**config.mk**
```make
export PLATFORM = sky130hd
export DESIGN_NAME = ps2_line_conditioner
export DESIGN_NICKNAME = d
export VERILOG_FILES = /design/src/rtl/ps2_line_conditioner_pkg.sv /design/src/rtl/ps2_line_conditioner_channel.sv /design/src/rtl/ps2_line_conditioner.sv
export SDC_FILE = /design/constraint.sdc
export NUM_CORES = 1
export LEC_CHECK = 0
export ABC_AREA = 1
export BUFFER_PORTS_ARGS = -buffer_cell sky130_fd_sc_hd__buf_2
export CORE_MARGIN = 2
export CORE_UTILIZATION = 61
export CTS_CLUSTER_DIAMETER = 30
export CTS_CLUSTER_SIZE = 30
export DETAILED_ROUTE_END_ITERATION = 8
export GPL_TIMING_DRIVEN = 0
export HOLD_SLACK_MARGIN = 0.06
export PLACE_DENSITY_LB_ADDON = 0.3
export SLEW_MARGIN = 30
export SYNTH_ARGS = -nofsm -noshare
export SYNTH_HDL_FRONTEND = slang
export SYNTH_SLANG_ARGS = --single-unit
```
**constraint.sdc**
```tcl
create_clock -name clk -period 3.3 [get_ports clk]
set_input_delay 0.66 -clock clk [delete_from_list [all_inputs] [get_ports clk]]
set_output_delay 0.66 -clock clk [all_outputs]
set_load 0.01 [all_outputs]
```
**src/rtl/ps2_line_conditioner_pkg.sv**
```systemverilog
// line_cond_pkg: shared constants and debounce exponent clamp for the line conditioner
// Provides DEBOUNCE_TIME_W, the default reset level and db_exp(d, mx) = min(d, mx).
package line_cond_pkg;
  localparam int DEBOUNCE_TIME_W = 5;
  localparam logic RESET_LEVEL_DEFAULT = 1'b1;
  function automatic logic [DEBOUNCE_TIME_W-1:0] db_exp(input logic [DEBOUNCE_TIME_W-1:0] d, input int unsigned mx);
    return (32'(d) > mx) ? DEBOUNCE_TIME_W'(mx) : d;
  endfunction
endpackage

```
**src/rtl/ps2_line_conditioner_channel.sv**
```systemverilog
// line_cond_channel: synchroniser, bypass mux, debouncer and edge strobes for one line
// Ports: clk, rst_n (sync, active-low), line_in (raw line), sync_en (1: synchronised input),
//        exp_d (clamped debounce exponent), cnt_clr (clear count, hold level),
//        line_out (debounced level), rise/fall (one-cycle edge pulses).
module line_cond_channel
  import line_cond_pkg::*;
#(
  parameter int SYNC_STAGES = 2,
  parameter int DB_MAX_LOG2 = 16,
  parameter logic USE_DB = 1'b1,
  parameter logic RESET_LEVEL = RESET_LEVEL_DEFAULT
) (
  input  logic clk,
  input  logic rst_n,
  input  logic line_in,
  input  logic sync_en,
  input  logic [DEBOUNCE_TIME_W-1:0] exp_d,
  input  logic cnt_clr,
  output logic line_out,
  output logic rise,
  output logic fall
);
  localparam int CW = DB_MAX_LOG2 + 1;
  logic [SYNC_STAGES-1:0] chain;
  logic [CW-1:0] cnt, lim;
  logic cin, out_q, prev_q;
  // lim = N-1; an unmasked channel always uses N = 1, so d = 0 is just a register
  always_comb begin
    cin = sync_en ? chain[SYNC_STAGES-1] : line_in;
    lim = USE_DB ? (CW'(1) << exp_d) - CW'(1) : '0;
    line_out = out_q;
    rise = out_q & ~prev_q;
    fall = ~out_q & prev_q;
  end
  always_ff @(posedge clk) begin
    if (!rst_n) begin
      chain <= {SYNC_STAGES{RESET_LEVEL}};
      cnt <= '0;
      out_q <= RESET_LEVEL;
      prev_q <= RESET_LEVEL;
    end else begin
      chain <= {chain[SYNC_STAGES-2:0], line_in};
      prev_q <= out_q;
      if (cnt_clr || cin == out_q) cnt <= '0;
      else if (cnt == lim) begin
        out_q <= cin;
        cnt <= '0;
      end else cnt <= cnt + CW'(1);
    end
  end
endmodule

```
**src/rtl/ps2_line_conditioner.sv**
```systemverilog
// ps2_line_conditioner: multi-channel synchronise/debounce/edge-detect for slow async lines
// Ports: clk, rst_n (sync, active-low), line_in[CHANNELS] (raw lines),
//        synchronizer_enable (1: synchronised path, 0: raw), debounce_time (exponent d),
//        line_out[CHANNELS] (conditioned levels), rise/fall[CHANNELS] (one-cycle edge pulses).
module ps2_line_conditioner
  import line_cond_pkg::*;
#(
  parameter int CHANNELS = 2,
  parameter int SYNC_STAGES = 2,
  parameter int DB_MAX_LOG2 = 16,
  parameter logic [CHANNELS-1:0] DEBOUNCE_MASK = {CHANNELS{1'b1}},
  parameter logic RESET_LEVEL = RESET_LEVEL_DEFAULT
) (
  input  logic clk,
  input  logic rst_n,
  input  logic [CHANNELS-1:0] line_in,
  input  logic synchronizer_enable,
  input  logic [DEBOUNCE_TIME_W-1:0] debounce_time,
  output logic [CHANNELS-1:0] line_out,
  output logic [CHANNELS-1:0] rise,
  output logic [CHANNELS-1:0] fall
);
  logic [DEBOUNCE_TIME_W-1:0] dt_q, exp_d;
  logic clr;
  // the exponent comes from the registered copy, so a new value takes effect one cycle
  // after the clear cycle it triggers
  always_comb begin
    clr = debounce_time != dt_q;
    exp_d = db_exp(dt_q, DB_MAX_LOG2);
  end
  always_ff @(posedge clk) dt_q <= !rst_n ? '0 : debounce_time;
  for (genvar i = 0; i < CHANNELS; i++) begin : g_ch
    line_cond_channel #(
      .SYNC_STAGES(SYNC_STAGES),
      .DB_MAX_LOG2(DB_MAX_LOG2),
      .USE_DB(DEBOUNCE_MASK[i]),
      .RESET_LEVEL(RESET_LEVEL)
    ) u_ch (
      .clk(clk),
      .rst_n(rst_n),
      .line_in(line_in[i]),
      .sync_en(synchronizer_enable),
      .exp_d(exp_d),
      .cnt_clr(clr),
      .line_out(line_out[i]),
      .rise(rise[i]),
      .fall(fall[i])
    );
  end
endmodule
```
==> flow_metrics.env <==
export IMPL_numPortBuffers=14
export IMPL_grt_pass1_wl_um=11200
export IMPL_powerDensity_nw_per_um2=332
export IMPL_htree_levels=2
export IMPL_finalHoldViolations=0
export IMPL_synth_xor_xnor_area_share_pct=12.4
export IMPL_hpwl_um=5390
export IMPL_setup_tns_ps=0
export IMPL_maxCapViolations=0
export IMPL_netlist_area_sq_um=3110
export IMPL_ant_nets=0
export IMPL_routabilityCongestion=1.03
export IMPL_worst_slew_pin_slew_ps=425
export IMPL_setup_worst_path_end_class="flop"
export IMPL_cts_tree="built"
export IMPL_synth_edf_count=0
export IMPL_gr_total_overflow=0
export IMPL_grt_max_degree=15
export IMPL_rsz0062_at_grt="no"
export IMPL_synth_fa_ha_area_share_pct=1.21
export IMPL_syn_nets=457
export IMPL_synth_area_per_cell_sq_um=6.99
export IMPL_path_clk_slew_ps=90
export IMPL_clockBufferDepth=2
export IMPL_wl_per_cell_um=12.6
export IMPL_setup_viol=0
export IMPL_r2r_slack_ps=440
export IMPL_crit_fanout=10
export IMPL_period_minus_slack_ps=2860
export IMPL_r2r_end="g_ch[0].u_ch.cnt[10]$_SDFF_PP0_"
export IMPL_insertedDiodeCount=0
export IMPL_drc=0
export IMPL_status="completed"
export IMPL_cp_required_ps=3500
export IMPL_num_rows=25
export IMPL_fillCellCount=468
export IMPL_dieHeight_um=75.4
export IMPL_synth_top_flop_cell="dfxtp_1"
export IMPL_first_iter_violations=171
export IMPL_skew_ps=7.29
export IMPL_drive_gt1_share_pct=17.6
export IMPL_leakage_nw=1.42
export IMPL_dr_pass1_iters=5
export IMPL_ys_async_sr_fraction_pct=0
export IMPL_layout_nets=478
export IMPL_wl_um=6740
export IMPL_synthToLayoutAreaGrowth_pct=7.78
export IMPL_fin_cells=533
export IMPL_fin_crit_sh_pct=86.7
export IMPL_synth_sequential_area_ratio_pct=30.3
export IMPL_layout_commonest_cell="nand2_1"
export IMPL_ir_drop_mv=0.338
export IMPL_drv_slew=0
export IMPL_synth_top_family_by_area="simple AND/OR/NAND/NOR gates"
export IMPL_hold_path_depth=2
export IMPL_cts_root_buf="clkbuf_8"
export IMPL_viasPerCell=5.19
export IMPL_coreArea_sq_um=4820
export IMPL_via_count=2768
export IMPL_setup_worst_path_class="flop to flop"
export IMPL_clk_latency_ps=300
export IMPL_ys_warn_count=0
export IMPL_min_from="g_ch[0].u_ch.chain[0]$_SDFF_PN1_"
export IMPL_fmax_mhz=350
export IMPL_synth_seq_cells=47
export IMPL_grt_usage_pct=25.8
export IMPL_syn_inst=444
export IMPL_synth_mux_area_share_pct=0
export IMPL_initial_core_util_pct=64.5
export IMPL_synth_compound_area_share_pct=2.86
export IMPL_hold_path_class="flop to flop"
export IMPL_slew_headroom_pct=71.5
export IMPL_die_w_um=75.4
export IMPL_synthDistinctLibCells=35
export IMPL_pin_count=16
export IMPL_reg2reg_depth=17
export IMPL_dp_cells=525
export IMPL_antenna_found_initial=0
export IMPL_r2r_start="dt_q[2]$_SDFF_PN0_"
export IMPL_arrival_ps=3060
export IMPL_final_cell_mix="73 x nand2_1, 64 x inv_1, 51 x nand3_1"
export IMPL_grt_pass1_vias=2524
export IMPL_yosys_area_share_simple_pct=40.0
export IMPL_die_area_sq_um=5680
export IMPL_numCtsBuffers=5
export IMPL_crit_path_start_kind="flop"
export IMPL_clkSinkCount=47
export IMPL_hold_end="g_ch[0].u_ch.chain[1]$_SDFF_PN1_"
-- Yosys cell counts (2+ instances only) --
master / number / area share (%)
xor2_1: 37 / 10
inv_1: 64 / 7.7
buf_12: 2 / 1.3
nor2_4: 2 / 0.73
o2111ai_1: 2 / 0.56
nand2_1: 73 / 8.8
dfxtp_1: 47 / 30
nor3_1: 12 / 1.9
o21ai_0: 5 / 0.81
o21ai_1: 2 / 0.32
o211ai_1: 2 / 0.48
nor2_1: 48 / 5.8
buf_4: 7 / 1.7
buf_6: 4 / 1.5
inv_2: 3 / 0.36
nand3_2: 2 / 0.64
nand3_4: 2 / 1.1
xnor2_1: 7 / 2.0
a21oi_1: 3 / 0.48
nand3_1: 51 / 8.2
nand2_2: 3 / 0.60
nor4_1: 2 / 0.40
nand4_1: 21 / 4.2
nor2_2: 30 / 6.0
ha_1: 3 / 1.2
-- metrics by stage --
stage / area, sq um / util, % / hold WS (ps) / power, mW / worst slack [ps]
6_report: 3350 / 69.5 / 406 / 1.11 / 439
5_1_grt: 3350 / 69.5 / 416 / 1.17 / 112
4_1_cts: 3340 / 69.4 / 410 / 1.12 / 251
3_5_place_dp: 3260 / 67.7 / 391 / 0.784 / 268
3_3_place_gp: 3260 / 67.7 / 383 / 0.782 / 246
2_1_floorplan: 3110 / - / 380 / 0.739 / 805
-- worst max path at each step --
stage                  startpoint                               to  slack, ps  cells after the start
2_1_floorplan  dt_q[4]$_SDFF_PN0_   g_ch[1].u_ch.cnt[2]$_SDFF_PP0_        810                     15
3_3_place_gp   dt_q[4]$_SDFF_PN0_  g_ch[1].u_ch.cnt[15]$_SDFF_PP0_        250                     15
3_5_place_dp   dt_q[4]$_SDFF_PN0_  g_ch[1].u_ch.cnt[16]$_SDFF_PP0_        270                     15
4_1_cts        dt_q[4]$_SDFF_PN0_  g_ch[1].u_ch.cnt[16]$_SDFF_PP0_        250                     15
5_1_grt        dt_q[4]$_SDFF_PN0_  g_ch[1].u_ch.cnt[16]$_SDFF_PP0_        110                     15
6_report       dt_q[2]$_SDFF_PN0_  g_ch[0].u_ch.cnt[10]$_SDFF_PP0_        440                     17
-- layout make-up --
| class | count | area [sq um] | share of cell area [%] |
|---|---|---|---|
| Clock inverter | 2 | 12.5 | 0.374 |
| Tap cell | 67 | 83.8 | 2.50 |
| Timing Repair Buffer | 14 | 70.1 | 2.09 |
| Inverter | 69 | 264 | 7.89 |
| Clock buffer | 6 | 72.6 | 2.17 |
| Sequential cell | 47 | 941 | 28.1 |
| Multi-Input combinational cell | 313 | 1760 | 52.5 |
| Buffer | 15 | 146 | 4.37 |
-- sequential cells by signal, indices dropped and copies added (netlist names) --
register	cells
dt_q	5
g_ch.u_ch.cnt	34
g_ch.u_ch.chain	4
g_ch.u_ch.line_out	2
g_ch.u_ch.prev_q	2
-- worst max-delay path: stages, from the launching register on --
cell and delay [ps]:
dfxtp_1 310, buf_6 130, nor2_1 100, nand2_1 60, nand2_1 50, nand2_1 80
nand3_1 190, ha_1 240, nand2_1 160, xnor2_1 420, xor2_1 110, nor3_1 160
nand3_1 130, nor2_2 200, nand2_2 90, nand3_4 130, buf_12 160, nor2_2 40
-- layer usage --
layer	wire, um	global-route usage, %	vias to the layer above	part of all wire [%]
met3	286	4.10	12	4.2
met5	0	0	-	0
li1	-	-	1441	-
met2	3220	45.4	63	48
met4	126	7.60	0	1.9
met1	3100	32.7	1252	46
-- kinds of logic (layout without fill, tap and decap cells) --
family,after synthesis,count (layout)
AO/OA/AOI/OAI,15,15
XOR/XNOR,44,44
adder cells (fa/ha/maj),3,3
buffers and inverters,84,106
flip-flops,47,47
AND/OR/NAND/NOR,251,251
-- power breakdown --
group	internal [mW]	total (mW)	switching, mW
registers	0.572	0.576	0.00406
logic	0.0680	0.198	0.130
clock network	0.148	0.338	0.190
-- timing repair --
action                                  CTS  global route
gates resized for setup                   0             1
setup buffers                             0             0
hold buffers                              0             0
endpoints found under the setup margin    0            10
Power figures use the tool's default switching activity.
